## config.mk

```make
export PLATFORM = sky130hd
export DESIGN_NAME = instr_encoder
export DESIGN_NICKNAME = d
export VERILOG_FILES = /design/src/rtl/instr_encoder.sv
export SDC_FILE = /design/constraint.sdc
export NUM_CORES = 1
export LEC_CHECK = 0
export ABC_AREA = 0
export BUFFER_PORTS_ARGS = -buffer_cell sky130_fd_sc_hd__buf_2
export CORE_MARGIN = 8
export CORE_UTILIZATION = 35
export DETAILED_ROUTE_END_ITERATION = 10
export GPL_ROUTABILITY_DRIVEN = 0
export PLACE_DENSITY = 0.53
export SYNTH_ARGS = -nofsm -noshare
export SYNTH_HDL_FRONTEND = slang
export SYNTH_SLANG_ARGS = --single-unit
```

## constraint.sdc

```tcl
create_clock -name clk -period 3.45 [get_ports clk]
set_input_delay 0 -clock clk [delete_from_list [all_inputs] [get_ports clk]]
set_output_delay 0 -clock clk [all_outputs]
set_load 0.01 [all_outputs]
```

## src/rtl/instr_encoder.sv

```systemverilog
// Encodes one instruction per transaction (lw/sw/add/addi/beq/jal) into a 32-bit word
// and streams it into an instruction memory at consecutive word addresses.
module instr_encoder #(
  parameter int DEPTH = 256,
  parameter int BASE  = 0
) (
  input  logic                       clk,
  input  logic                       rstn,
  input  logic                       inValid,
  output logic                       inReady,
  input  logic [2:0]                 op,
  input  logic [4:0]                 rd,
  input  logic [4:0]                 rs1,
  input  logic [4:0]                 rs2,
  input  logic [31:0]                imme,
  output logic                       memWe,
  output logic [$clog2(DEPTH)-1:0]   memAddr,
  output logic [31:0]                memData,
  input  logic                       memReady,
  input  logic                       clr,
  output logic                       err,
  output logic [1:0]                 errCode,
  output logic                       full,
  output logic [$clog2(DEPTH):0]     count
);

  localparam int AW = $clog2(DEPTH);
  localparam logic [AW-1:0] BASE_A   = AW'(BASE);
  localparam logic [AW-1:0] LAST_A   = AW'(DEPTH - 1);
  localparam logic [AW-1:0] ADDR_ONE = AW'(1);
  localparam logic [AW:0]   CNT_ONE  = (AW + 1)'(1);

  localparam logic [2:0] OP_LW   = 3'd0;
  localparam logic [2:0] OP_SW   = 3'd1;
  localparam logic [2:0] OP_ADD  = 3'd2;
  localparam logic [2:0] OP_ADDI = 3'd3;
  localparam logic [2:0] OP_BEQ  = 3'd4;
  localparam logic [2:0] OP_JAL  = 3'd5;

  localparam logic [1:0] CODE_ILLEGAL = 2'd1;
  localparam logic [1:0] CODE_RANGE   = 2'd2;

  typedef enum logic [1:0] {
    S_IDLE  = 2'd0,
    S_CHECK = 2'd1,
    S_WRITE = 2'd2,
    S_FULL  = 2'd3
  } state_t;

  state_t        state_q, state_d;
  logic          rdy_q, rdy_d;
  logic [2:0]    op_q, op_d;
  logic [4:0]    rd_q, rd_d;
  logic [4:0]    rs1_q, rs1_d;
  logic [4:0]    rs2_q, rs2_d;
  logic [31:0]   imm_q, imm_d;
  logic [AW-1:0] addr_q, addr_d;
  logic [31:0]   data_q, data_d;
  logic          err_q, err_d;
  logic [1:0]    code_q, code_d;
  logic          full_q, full_d;
  logic [AW:0]   cnt_q, cnt_d;
  logic          clrp_q, clrp_d;

  logic          accept;
  logic          illegal;
  logic          fits12;
  logic          fits20;
  logic          range_bad;
  logic          bad;
  logic          done;
  logic          done_clear;
  logic [31:0]   enc;

  assign accept     = inValid && inReady;
  assign illegal    = op_q[2] && op_q[1];
  assign fits12     = (&imm_q[31:11]) || (~|imm_q[31:11]);
  assign fits20     = (&imm_q[31:19]) || (~|imm_q[31:19]);
  assign bad        = illegal || range_bad;
  assign done       = (state_q == S_WRITE) && memReady;
  // A clear seen at any point during WRITE is honoured only once the write lands.
  assign done_clear = done && (clr || clrp_q);

  always_comb begin
    range_bad = 1'b0;
    case (op_q)
      OP_LW, OP_SW, OP_ADDI, OP_BEQ: range_bad = !fits12;
      OP_JAL:                        range_bad = !fits20;
      default:                       range_bad = 1'b0;
    endcase
  end

  // beq and jal take imm_q as a halfword offset, so bit 0 of the byte offset is implicit.
  always_comb begin
    enc = 32'h0000_0000;
    case (op_q)
      OP_LW:   enc = {imm_q[11:0], rs1_q, 3'b010, rd_q, 7'b0000011};
      OP_SW:   enc = {imm_q[11:5], rs2_q, rs1_q, 3'b010, imm_q[4:0], 7'b0100011};
      OP_ADD:  enc = {7'b0000000, rs2_q, rs1_q, 3'b000, rd_q, 7'b0110011};
      OP_ADDI: enc = {imm_q[11:0], rs1_q, 3'b000, rd_q, 7'b0010011};
      OP_BEQ:  enc = {imm_q[11], imm_q[9:4], rs2_q, rs1_q, 3'b000, imm_q[3:0], imm_q[10], 7'b1100011};
      OP_JAL:  enc = {imm_q[19], imm_q[9:0], imm_q[10], imm_q[18:11], rd_q, 7'b1101111};
      default: enc = 32'h0000_0000;
    endcase
  end

  always_ff @(posedge clk or negedge rstn) begin
    if (!rstn) begin
      state_q <= S_IDLE;
      rdy_q   <= 1'b0;
      op_q    <= 3'd0;
      rd_q    <= 5'd0;
      rs1_q   <= 5'd0;
      rs2_q   <= 5'd0;
      imm_q   <= 32'h0000_0000;
      addr_q  <= BASE_A;
      data_q  <= 32'h0000_0000;
      err_q   <= 1'b0;
      code_q  <= 2'd0;
      full_q  <= 1'b0;
      cnt_q   <= '0;
      clrp_q  <= 1'b0;
    end else begin
      state_q <= state_d;
      rdy_q   <= rdy_d;
      op_q    <= op_d;
      rd_q    <= rd_d;
      rs1_q   <= rs1_d;
      rs2_q   <= rs2_d;
      imm_q   <= imm_d;
      addr_q  <= addr_d;
      data_q  <= data_d;
      err_q   <= err_d;
      code_q  <= code_d;
      full_q  <= full_d;
      cnt_q   <= cnt_d;
      clrp_q  <= clrp_d;
    end
  end

  always_comb begin
    state_d = state_q;
    case (state_q)
      S_IDLE: begin
        if (!clr && accept) state_d = S_CHECK;
      end
      S_CHECK: begin
        if (clr || bad) state_d = S_IDLE;
        else            state_d = S_WRITE;
      end
      S_WRITE: begin
        if (done) begin
          if (done_clear)              state_d = S_IDLE;
          else if (addr_q == LAST_A)   state_d = S_FULL;
          else                         state_d = S_IDLE;
        end
      end
      S_FULL: begin
        if (clr) state_d = S_IDLE;
      end
      default: state_d = S_IDLE;
    endcase
  end

  always_comb begin
    rdy_d  = 1'b1;
    op_d   = op_q;
    rd_d   = rd_q;
    rs1_d  = rs1_q;
    rs2_d  = rs2_q;
    imm_d  = imm_q;
    addr_d = addr_q;
    data_d = data_q;
    err_d  = err_q;
    code_d = code_q;
    full_d = full_q;
    cnt_d  = cnt_q;
    clrp_d = clrp_q;

    if (accept) begin
      op_d  = op;
      rd_d  = rd;
      rs1_d = rs1;
      rs2_d = rs2;
      imm_d = imme;
    end

    if (state_q == S_CHECK && !clr) begin
      if (bad) begin
        err_d  = 1'b1;
        code_d = illegal ? CODE_ILLEGAL : CODE_RANGE;
      end else begin
        data_d = enc;
      end
    end

    if (state_q == S_WRITE) begin
      if (clr) clrp_d = 1'b1;
      if (done) begin
        clrp_d = 1'b0;
        cnt_d  = cnt_q + CNT_ONE;
        if (addr_q == LAST_A) full_d = 1'b1;
        else                  addr_d = addr_q + ADDR_ONE;
      end
    end

    if ((clr && state_q != S_WRITE) || done_clear) begin
      err_d  = 1'b0;
      code_d = 2'd0;
      full_d = 1'b0;
      cnt_d  = '0;
      addr_d = BASE_A;
    end
  end

  always_comb begin
    inReady = rdy_q && (state_q == S_IDLE) && !clr;
    memWe   = (state_q == S_WRITE);
  end

  assign memAddr = addr_q;
  assign memData = data_q;
  assign err     = err_q;
  assign errCode = code_q;
  assign full    = full_q;
  assign count   = cnt_q;

endmodule

```

## Word-level counts from Yosys, hierarchy flattened

Index checks and enable logic that the tools add are counted.

| cells by class | value |
|---|---|
| reductions and logical operators | 40 |
| $add $sub $neg | 2 |
| mux-type cells | 29 |
| eq/ne operators | 14 |
| bitwise gates (word level) | 1 |

Operator list:

| cell | number |
|---|---|
| $pmux W32 S6 | 1 |
| $mux W8 | 4 |
| $mux W9 | 3 |
| $reduce_and A21 Y1 | 1 |
| $reduce_or A21 Y1 | 1 |
| $mux W2 | 10 |
| $reduce_and A13 Y1 | 1 |
| $reduce_or A13 Y1 | 1 |
| $reduce_bool A2 Y1 | 6 |
| $add A9 B1 Y9 const B | 1 |
| $logic_and A1 B1 Y1 | 9 |
| $mux W1 | 9 |
| $reduce_and A3 Y1 | 3 |
| $add A8 B1 Y8 const B | 1 |
| $eq A8 B8 Y1 const B | 1 |
| $pmux W2 S4 | 1 |
| $reduce_and A2 Y1 | 4 |
| $eq A3 B2 Y1 const B | 2 |
| $eq A3 B3 Y1 const B | 2 |
| $logic_or A1 B1 Y1 | 6 |
| $ne A2 B2 Y1 const B | 3 |
| $logic_not A1 Y1 | 5 |
| $eq A2 B2 Y1 const B | 2 |
| $ne A2 B1 Y1 const B | 2 |
| other kinds (7) | 7 |

| storage, ports and cells | value |
|---|---|
| logic and storage cells | 100 |
| bits in registers | 107 |
| input port bits | 55 |
| output and inout bits | 55 |

## Logic depth before layout (Yosys ltp)

Gate-level depths: netlist of the first run.

| logic depth | value |
|---|---|
| word-level depth | 9 |
| depth in mapped cells | 9 |
| mapped depth without buffers | 6 |

## Worst setup path after synthesis of the first run

OpenSTA, ideal clock, no wires.

| timing | value |
|---|---|
| path kind | register -> register |
| start | register imm_q[19] |
| end | register data_q[15] (netlist: memData[15]) |
| period minus slack after synthesis | 1.926 ns |
| setup time | 0.125 ns |
| data required time | 3.325 ns |
| stages on the path, launching flop included | 7 |
| buffers on the path | 1 |
| path slack | 1.524 ns |
| arrival | 1.801 ns |
| cells stage by stage | dfrtp_1 > nor4_1 > and4_2 > a311oi_4 > a211oi_4 > buf_6 > mux2_2 |

| on the way | value |
|---|---|
| word-level cells in the longest chain between the ends | 8 |
| elaborated cells on any way between the ends | 14 |
| classes of those cells | mux: 1; bitwise: 1; reduce/logical: 12 |

Ends and longest elaborated chain:

| element | line | source |
|---|---|---|
| from (decl) | 56 | `logic [31:0] imm_q, imm_d;` |
| from (signal assigned) | 130 | `imm_q <= imm_d;` |
| $reduce_or A21 Y1 or $reduce_or A13 Y1 (tied branches) | 77, 78 |  |
| $logic_not A1 Y1, on equally long branches | 77, 78 |  |
| $logic_or A1 B1 Y1, on equally long branches | 77, 78 |  |
| $logic_not A1 Y1, on equally long branches | 87, 88 |  |
| $pmux W1 S2 (*) | 86 | `case (op_q)` |
| $logic_or A1 B1 Y1 (*) | 79 | `assign bad = illegal \|\| range_bad;` |
| $not A1 Y1 (no line) (*) | -- |  |
| $reduce_and A2 Y1 (no line) (*) | -- |  |
| to (signal assigned) | 132 | `data_q <= data_d;` |
| to (decl) | 58 | `logic [31:0] data_q, data_d;` |

Mark *: on every way between the ends. The rest lies on a longest branch, timed or not.
A chain may end at the register's enable or synchronous reset.

## Worst setup path in the final report of the first run

| timing | value |
|---|---|
| start | register imm_q[11] |
| end | register data_q[26] (netlist: memData[26]) |

| on the way | value |
|---|---|
| word-level cells in the longest chain between the ends | 8 |
| elaborated cells on any way between the ends | 9 |
| classes of those cells | mux: 1; bitwise: 1; reduce/logical: 7 |

Ends and longest elaborated chain:

| element | line | source |
|---|---|---|
| $reduce_or A21 Y1 | 77 | `assign fits12 = (&imm_q[31:11]) \|\| (~\|imm_q[31:11]);` |
| $logic_not A1 Y1 | 77 |  |
| $logic_or A1 B1 Y1 (*) | 77 |  |
| $logic_not A1 Y1 (*) | 87 | `OP_LW, OP_SW, OP_ADDI, OP_BEQ: range_bad = !fits12;` |
| $pmux W1 S2 (*) | 86 |  |
| $logic_or A1 B1 Y1 (*) | 79 |  |
| $not A1 Y1 (no line) (*) | -- |  |
| $reduce_and A2 Y1 (no line) (*) | -- |  |

Marked as above.

==> impl_metrics.py, run 1 <==
metrics = {
    "status": {
        "outcome": "finished clean",
    },
    "critical_path": {
        "worstRegToRegCells": 5,
        "crit_required_ns": 3.68,
        "end_kind": "flop",
        "critPathArrivalTime_ns": 2.56,
        "criticalPathCategory": "reg2reg",
        "cp_max_fo": 29,
        "worstSetupStartpointType": "flop",
    },
    "sta": {
        "period_share_pct": 67.4,
        "max_freq_mhz": 430,
        "hold_ws_ns": 0.129,
        "layout_min_cycle_time_ns": 2.32,
        "max_slew_margin_pct": 38.9,
        "slew_viol_final": 0,
        "setup_viol": 0,
        "rsz0062_at_grt": "false",
        "fin_tns_setup_ns": 0,
        "tightest_slew_ns": 0.891,
        "skew_ns": 0.0137,
        "hold_viol_final": 0,
    },
    "die": {
        "core_area_sq_um": 14400,
        "fp.dieArea_sq_um": 18800,
        "num_rows": 44,
        "start_util_pct": 35.6,
        "die_h_microns": 137,
        "dieWidth_microns": 137,
        "ios": 110,
    },
    "cells_and_area": {
        "fin_area_sq_um": 6640,
        "final_common_cell": "buf_2",
        "utilization_pct": 46.0,
        "drive_above_1_share_pct": 36.0,
        "final_cell_mix": "buf_2 (108), dfrtp_1 (105), mux2_2 (68)",
        "area_growth_pct": 29.3,
        "seqCellArea_sq_um": 2630,
        "fill_cells": 1343,
        "layout.nets": 644,
        "multi_input_area_sq_um": 2280,
        "antenna_cells": 0,
    },
    "pwr": {
        "clockPowerShare_pct": 27.1,
        "p_sw_share_pct": 31.3,
        "p_seq_share_pct": 44.6,
        "p_comb_share_pct": 28.4,
        "leakage_nw": 3.10,
        "total_power_w": 0.00390,
        "powerDensity_nw_per_um2": 588,
        "p_sw_w": 0.00122,
        "intPower_w": 0.00268,
        "ir_drop_uv": 260,
    },
    "route": {
        "ant_nets": 0,
        "routedWlPerCell_microns": 16.5,
        "dr.pass1.iters": 4,
        "drtIter0Drc": 198,
        "via_count": 3845,
        "wl_mm": 12.8,
        "route.detailed.drc": 0,
        "routed_via_density": 4.95,
    },
    "clocking": {
        "clk_pin_slew_ns": 0.07,
        "cts_resized": 0,
        "cts.htree.levels": 3,
        "cts_tree": "done",
        "cts_max_path_buffers": 2,
        "clk_latency_ns": 0.35,
        "cts_root_buf": "clkbuf_16",
        "cts_num_sinks": 105,
        "numCtsBuffers": 9,
    },
    "synth": {
        "syn_inst": 434,
        "synth_top_cell_area_share_pct": 51.2,
        "synth_top_area_cell": "dfrtp_1",
        "async_flop_share_pct": 100,
        "synth_fp_nets": 491,
        "synth_area_per_cell_sq_um": 11.8,
        "yosys_register_bits": 105,
        "ys.warnings.count": 0,
        "synth_ff_type": "dfrtp_1",
        "synth_area_sq_um": 5130,
        "yosys-top-cells-area": "dfrtp_1 (51%), mux2_2 (15%), mux2i_1 (5.1%)",
        "synth_edf_count": 0,
        "yosys.cell_types.count": 58,
        "yosysSeqAreaShare_pct": 51.2,
    },
    "worst_hold_path": {
        "worstHoldPathCells": 3,
        "hold_class": "in2reg",
    },
    "global_route": {
        "overflow": 0,
        "grt_max_degree": 46,
        "antenna_found_initial": 0,
        "grt_pass1_vias": 4014,
        "grt_pass1_wl_mm": 20.7,
        "grt_usage_pct": 13.9,
    },
    "place": {
        "io_buffers": 109,
        "dp_hpwl_mm": 9.22,
        "placed_area_sq_um": 5800,
    },
    "flow_run": {
        "maxCapViolations": 0,
    },
}
-- flip-flops by register name, summed over array words and instances (netlist names), 3 cells and up --
name and cells:
rs1_q 5, imm_q 32, rd_q 5, count 9, memData 30, op_q 3
rs2_q 5, memAddr 8
-- area by class of cell --
| class | instances | area share, % |
|---|---|---|
| flip-flops and latches | 105 | 39.6 |
| multi-input cells | 286 | 34.3 |
| repair buffers | 169 | 17.0 |
| clock buffers | 12 | 3.87 |
| well taps | 184 | 3.47 |
| inverters | 16 | 0.905 |
| clock inverters | 4 | 0.773 |
-- cell usage after synthesis (2+ instances only) --
cell type  count
nand4_1        8
nand3_1        4
and3_1         3
nor2b_1        2
a211oi_1       6
buf_2          5
buf_4          4
nand2_1       22
a22o_1         5
nor4b_1        2
inv_1         16
buf_6          4
buf_1          5
and2_1         3
nor4_1         7
xnor2_1        8
nand2b_1       4
mux2_1         6
dfrtp_1      105
o22ai_1       10
xor2_1         3
a2bb2oi_1      6
mux2i_1       26
nor2_1        26
nor3_1         6
a21oi_1       21
a22oi_1        2
nor4_4         2
mux2_2        68
o21ai_0        9
clkbuf_1       8
ha_1           2
-- final timing paths --
| path | from | slack (ns) | endpoint |
|---|---|---|---|
| hold / removal | inValid | 0.13 | state_q[0]$_DFFE_PN0P_ |
| min in group asynchronous | rstn | 0.19 | memAddr[7]$_DFFE_PN0P_ |
| setup reg to reg | imm_q[11]$_DFFE_PN0P_ | 1.13 | memData[26]$_DFFE_PN0P_ |
| setup / recovery | imm_q[11]$_DFFE_PN0P_ | 1.13 | memData[26]$_DFFE_PN0P_ |
| hold reg to reg | memData[1]$_DFFE_PN0P_ | 0.48 | memData[1]$_DFFE_PN0P_ |
| max in group asynchronous | rstn | 2.34 | memData[14]$_DFFE_PN0P_ |
-- power by group through the flow --
stage	Sequential (W)	Clock [W]	Combinational [W]
after global placement	0.00176	0	0.00106
after detailed placement	0.00177	0	0.00108
after CTS	0.00174	0.00109	0.00113
after global routing	0.00178	0.00115	0.00123
after floorplan	0.00177	0	0.000672
final	0.00174	0.00106	0.00111
-- routing by layer --
metal	GRT usage [%]	part of all wire, %
met1	18.0	46
met2	22.4	48
met3	2.72	4.5
met4	5.73	1.6
met5	0	0
-- stage by stage --
stage,std cells,setup WS (ns)
3_3_place_gp,707,1.16
6_report,776,1.13
5_1_grt,776,0.970
4_1_cts,776,1.12
3_5_place_dp,707,1.13
2_1_floorplan,434,1.52
-- worst max-delay path, stage by stage, from the launching register on --
cell	delay [ns]
dfrtp_1	0.42
nor4_1	0.51
a311oi_4	0.21
a211oi_4	0.23
buf_4	0.42
mux2_2	0.39
-- cells by family after synthesis --
group,share of synthesized area [%]
other,0.0731
xor gates and xnor gates,1.88
adders and majority gates,0.487
muxes,21.3
buffers and inverters,4.46
and+or+nand+nor,10.3
AOI/OAI and AO/OA,10.3
DFF,51.2
-- timing repair --
| item | CTS | global route |
|---|---|---|
| hold buffers | 53 | 0 |
| endpoints found under the hold margin | 97 | 0 |
| setup buffers | 0 | 0 |
No activity file was read; power rests on OpenSTA's default activity.
==> inputs of run 2 (changes only) <==
clock period = 2.45 ns   (was 3.45 ns; I/O delays follow)
==> run 2 against run 1 <==
Cell count rose by 0.39%. Critical endpoint is now memData[18]$_DFFE_PN0P_. Highest routed layer unchanged. Sequential power increased by 42%. Core utilization is 0.24 points higher. Worst setup slack worse by 0.83 ns. Sequential share of layout area shrank 0.21 points.
==> impl_metrics.py, run 2 (same netlist as run 1, synthesis figures left out) <==
metrics = {
    "pwr": {
        "p_seq_share_pct": 45.1,
        "ir_drop_uv": 360,
        "clockPowerShare_pct": 26.6,
        "intPower_w": 0.00373,
        "leakage_nw": 3.12,
        "p_sw_share_pct": 31.9,
        "powerDensity_nw_per_um2": 820,
        "p_comb_share_pct": 28.3,
        "p_sw_w": 0.00174,
    },
    "critical_path": {
        "critPathSlowestCell": "nor4_1",
        "worstRegToRegCells": 5,
        "criticalPathCategory": "reg2reg",
        "r2r_start": "imm_q[18]$_DFFE_PN0P_",
        "critPathArrivalTime_ns": 2.39,
        "path_cells": "nor4_1 -> a311oi_4 -> a211oi_4 -> buf_12 -> mux2_2",
        "worstSetupStartpointType": "flop",
        "r2r-end": "memData[18]$_DFFE_PN0P_",
        "cp_max_fo": 29,
        "max_stage_delay_ns": 0.53,
        "crit_required_ns": 2.69,
        "r2r_slack_ns": 0.30,
        "end_kind": "flop",
    },
    "sta": {
        "max_slew_margin_pct": 38.8,
        "layout_min_cycle_time_ns": 2.15,
        "slew_viol_final": 0,
        "skew_ns": 0.00701,
        "tightest_slew_ns": 0.893,
        "setup_viol": 0,
        "rsz0062_at_grt": "false",
        "hold_viol_final": 0,
        "period_share_pct": 87.9,
        "max_freq_mhz": 464,
        "fin_tns_setup_ns": 0,
    },
    "clocking": {
        "clk_pin_slew_ns": 0.07,
        "clk_latency_ns": 0.35,
        "cts_tree": "done",
        "cts_resized": 0,
        "cts_root_buf": "clkbuf_16",
        "cts.htree.levels": 3,
        "cts_num_sinks": 105,
        "numCtsBuffers": 9,
        "cts_max_path_buffers": 2,
    },
    "route": {
        "route.detailed.drc": 0,
        "routedWlPerCell_microns": 16.4,
        "wl_mm": 12.8,
        "drtIter0Drc": 185,
        "routed_via_density": 4.98,
        "dr.pass1.iters": 4,
        "via_count": 3877,
        "ant_nets": 0,
    },
    "cells_and_area": {
        "multi_input_area_sq_um": 2280,
        "seqCellArea_sq_um": 2630,
        "final_cell_mix": "buf_2 (108), dfrtp_1 (105), mux2_2 (68)",
        "area_growth_pct": 30.0,
        "final_common_cell": "buf_2",
        "utilization_pct": 46.2,
        "layout.nets": 647,
        "regMostFlops": "imm_q",
        "drive_above_1_share_pct": 36.5,
        "fill_cells": 1359,
        "largest_reg_flops": 32,
        "antenna_cells": 0,
    },
    "die": {
        "dieWidth_microns": 137,
        "num_rows": 44,
        "die_h_microns": 137,
        "core_area_sq_um": 14400,
        "fp.dieArea_sq_um": 18800,
        "start_util_pct": 35.6,
        "ios": 110,
    },
    "global_route": {
        "grt_pass1_vias": 4097,
        "grt_usage_pct": 14.3,
        "grt_max_degree": 56,
        "overflow": 0,
        "antenna_found_initial": 0,
        "grt_pass1_wl_mm": 21.1,
    },
    "place": {
        "io_buffers": 109,
        "dp_hpwl_mm": 9.11,
    },
    "worst_hold_path": {
        "hold_class": "in2async",
    },
    "flow_run": {
        "maxCapViolations": 0,
    },
    "status": {
        "outcome": "finished clean",
    },
}
-- run 2: changes by cell type in the layout (fill, tap and decap cells not counted) --
cell,change
buf_12,+2
clkbuf_8,-2
clkinv_2,+2
buf_4,+1
clkbuf_1,-1
inv_6,+1
-- run 2: metrics by stage --
stage | instances | setup WS (ns) | hold slack, ns | cell area [sq um] | power [W]
4_1_cts | 779 | 0.258 | 0.102 | 6670 | 0.00556
6_report | 779 | 0.296 | 0.102 | 6670 | 0.00547
2_1_floorplan | 434 | 0.524 | -0.296 | 5130 | 0.00344
3_3_place_gp | 710 | 0.318 | -0.0474 | 5840 | 0.00397
3_5_place_dp | 710 | 0.267 | -0.0480 | 5840 | 0.00401
5_1_grt | 779 | 0.106 | 0.119 | 6670 | 0.00584
-- run 2: worst max-delay path: cells and delay by family, from the launching register on --
| kind | cells | cell delay [ns] |
|---|---|---|
| flops | 1 | 0.41 |
| simple gates | 1 | 0.53 |
| mux | 1 | 0.35 |
| compound gates | 2 | 0.49 |
| buf+inv | 1 | 0.25 |
-- run 2: per-layer routing --
metal  vias to the layer above  GRT usage (%)  wire [microns]
met5                         -              0               0
met4                         0           3.62             118
met3                         7           4.41             652
met2                        82           23.4            6230
met1                      1901           17.9            5780
li1                       1887              -               -
-- run 2: timing repair --
item / 4_1_cts / 5_1_grt
buffers inserted: 0 / 0
hold buffers: 53 / 0
hold endpoints to repair: 136 / 0
-- run 2: power groups by stage --
stage / Combinational, W / Sequential [W] / Clock [W]
finish: 0.00155 / 0.00247 / 0.00146
global route: 0.00172 / 0.00254 / 0.00158
CTS: 0.00158 / 0.00247 / 0.00151
detailed placement: 0.00151 / 0.00250 / 0
global placement: 0.00148 / 0.00249 / 0
floorplan: 0.000946 / 0.00250 / 0
-- run 2: final cells by class --
class / count / area share [%]
clock buffers: 9 / 3.38
clock inverters: 7 / 1.05
inverters: 16 / 0.900
multi-input cells: 286 / 34.2
flip-flops and latches: 105 / 39.4
well taps: 184 / 3.45
repair buffers: 172 / 17.7
-- run 2: worst max path at each step --
stage | from | endpoint | cells after the start
finish | imm_q[18]$_DFFE_PN0P_ | memData[18]$_DFFE_PN0P_ | 5
global route | state_q[0]$_DFFE_PN0P_ | memAddr[3]$_DFFE_PN0P_ | 5
CTS | imm_q[18]$_DFFE_PN0P_ | memData[16]$_DFFE_PN0P_ | 5
detailed placement | imm_q[18]$_DFFE_PN0P_ | memData[16]$_DFFE_PN0P_ | 5
global placement | imm_q[19]$_DFFE_PN0P_ | memData[28]$_DFFE_PN0P_ | 6
floorplan | imm_q[19]$_DFFE_PN0P_ | memData[15]$_DFFE_PN0P_ | 6
==> inputs of run 3 (changes only) <==
clock period = 2.7 ns   (was 2.45 ns; I/O delays follow)
==> run 3 against run 2 <==
Fmax fell by 1.7%. Highest routed layer unchanged. Sequential share of layout area fell by 0.074 points. Flip-flop and latch count did not move.
==> impl_metrics.py, run 3 (same netlist as run 1, synthesis figures left out) <==
metrics = {
    "sta": {
        "period_share_pct": 81.2,
        "layout_min_cycle_time_ns": 2.19,
        "hold_viol_final": 0,
        "setup_viol": 0,
        "tightest_slew_ns": 0.757,
        "slew_viol_final": 0,
        "hold_ws_ns": 0.201,
        "fin_tns_setup_ns": 0,
        "skew_ns": 0.00857,
        "max_freq_mhz": 456,
        "max_slew_margin_pct": 49.5,
        "rsz0062_at_grt": "false",
    },
    "global_route": {
        "grt_usage_pct": 14.7,
        "grt_pass1_wl_mm": 21.9,
        "antenna_found_initial": 0,
        "grt_max_degree": 57,
        "grt_pass1_vias": 4175,
        "overflow": 0,
    },
    "place": {
        "io_buffers": 109,
        "dp_hpwl_mm": 9.18,
        "placed_area_sq_um": 5830,
    },
    "cells_and_area": {
        "drive_above_1_share_pct": 35.9,
        "area_growth_pct": 30.2,
        "layout.nets": 645,
        "fill_cells": 1342,
        "final_common_cell": "buf_2",
        "utilization_pct": 46.3,
        "regMostFlops": "imm_q",
        "antenna_cells": 0,
        "fin_area_sq_um": 6680,
        "largest_reg_flops": 32,
        "final_cell_mix": "buf_2 (108), dfrtp_1 (105), mux2_2 (68)",
    },
    "route": {
        "drtIter0Drc": 195,
        "ant_nets": 0,
        "routedWlPerCell_microns": 16.7,
        "dr.pass1.iters": 4,
        "routed_via_density": 5.02,
        "via_count": 3904,
        "wl_mm": 13.0,
        "route.detailed.drc": 0,
    },
    "clocking": {
        "clk_latency_ns": 0.35,
        "clk_pin_slew_ns": 0.07,
        "cts_num_sinks": 105,
        "cts_tree": "done",
        "cts.htree.levels": 3,
        "numCtsBuffers": 9,
        "cts_max_path_buffers": 2,
        "cts_root_buf": "clkbuf_16",
        "cts_resized": 0,
    },
    "critical_path": {
        "critPathArrivalTime_ns": 2.42,
        "end_kind": "flop",
        "cp_max_fo": 29,
        "crit_required_ns": 2.93,
        "critPathSlowestCell": "dfrtp_1",
        "max_stage_delay_ns": 0.41,
        "critPathTopFamily": "simple AND/OR/NAND/NOR gates",
        "criticalPathCategory": "reg2reg",
        "worstSetupStartpointType": "flop",
        "r2r_slack_ns": 0.51,
        "path_buf_inv": 1,
        "path_cells": "nor4_1 -> and4_2 -> a311oi_4 -> a211oi_4 -> buf_12 -> mux2_2",
    },
    "die": {
        "die_h_microns": 137,
        "num_rows": 44,
        "ios": 110,
        "start_util_pct": 35.6,
        "core_area_sq_um": 14400,
        "dieWidth_microns": 137,
        "fp.dieArea_sq_um": 18800,
    },
    "pwr": {
        "powerDensity_nw_per_um2": 759,
        "ir_drop_uv": 340,
        "total_power_w": 0.00507,
        "leakage_nw": 3.12,
    },
    "worst_hold_path": {
        "hold_class": "in2reg",
    },
    "flow_run": {
        "maxCapViolations": 0,
    },
    "status": {
        "outcome": "finished clean",
    },
}
-- run 3: worst paths after layout --
| path | from | end | cells after the start |
|---|---|---|---|
| max in group asynchronous | rstn | op_q[1]$_DFFE_PN0P_ | 3 |
| setup / recovery | imm_q[19]$_DFFE_PN0P_ | memData[15]$_DFFE_PN0P_ | 6 |
| setup reg to reg | imm_q[19]$_DFFE_PN0P_ | memData[15]$_DFFE_PN0P_ | 6 |
| hold reg to reg | err$_DFFE_PN0P_ | err$_DFFE_PN0P_ | 2 |
| min in group asynchronous | rstn | memAddr[5]$_DFFE_PN0P_ | 2 |
| hold / removal | inValid | state_q[0]$_DFFE_PN0P_ | 4 |
-- run 3: cell type report --
| type | count | area (sq um) | area share, % |
|---|---|---|---|
| inverter | 16 | 60.1 | 0.899 |
| sequential | 105 | 2630 | 39.3 |
| clock buffer | 12 | 246 | 3.69 |
| multi-input combinational | 286 | 2280 | 34.1 |
| timing repair buffer | 170 | 1160 | 17.4 |
| clock inverter | 4 | 76.3 | 1.14 |
| tap | 184 | 230 | 3.45 |
-- run 3: metrics by stage --
stage	cells	worst slack [ns]
2_1_floorplan	434	0.774
3_3_place_gp	708	0.565
3_5_place_dp	708	0.504
4_1_cts	777	0.493
5_1_grt	777	0.383
6_report	777	0.508
-- run 3: worst register-to-register path, stage by stage (launching register included) --
cell      delay (ns)
dfrtp_1         0.41
nor4_1          0.27
and4_2          0.32
a311oi_4        0.15
a211oi_4        0.30
buf_12          0.24
mux2_2          0.38
-- run 3: power breakdown --
| group | switching (W) | total (W) | internal (W) |
|---|---|---|---|
| clock | 0.000588 | 0.00143 | 0.000841 |
| combinational | 0.000698 | 0.00141 | 0.000714 |
| sequential | 0.000290 | 0.00223 | 0.00194 |
| total | 0.00158 | 0.00507 | 0.00350 |
-- run 3: what timing repair did --
item | 4_1_cts | 5_1_grt
hold buffers | 53 | 0
buffers inserted | 0 | 0
endpoints found under the hold margin | 109 | 0
-- run 3: per-layer routing --
| layer | part of all wire, % | wire length (microns) | GRT usage [%] | vias to the layer above |
|---|---|---|---|---|
| li1 | - | - | - | 1876 |
| met4 | 1.3 | 170 | 4.71 | 0 |
| met5 | 0 | 0 | 0 | - |
| met3 | 4.6 | 602 | 3.96 | 14 |
| met1 | 46 | 6000 | 18.5 | 1935 |
| met2 | 48 | 6200 | 23.9 | 79 |
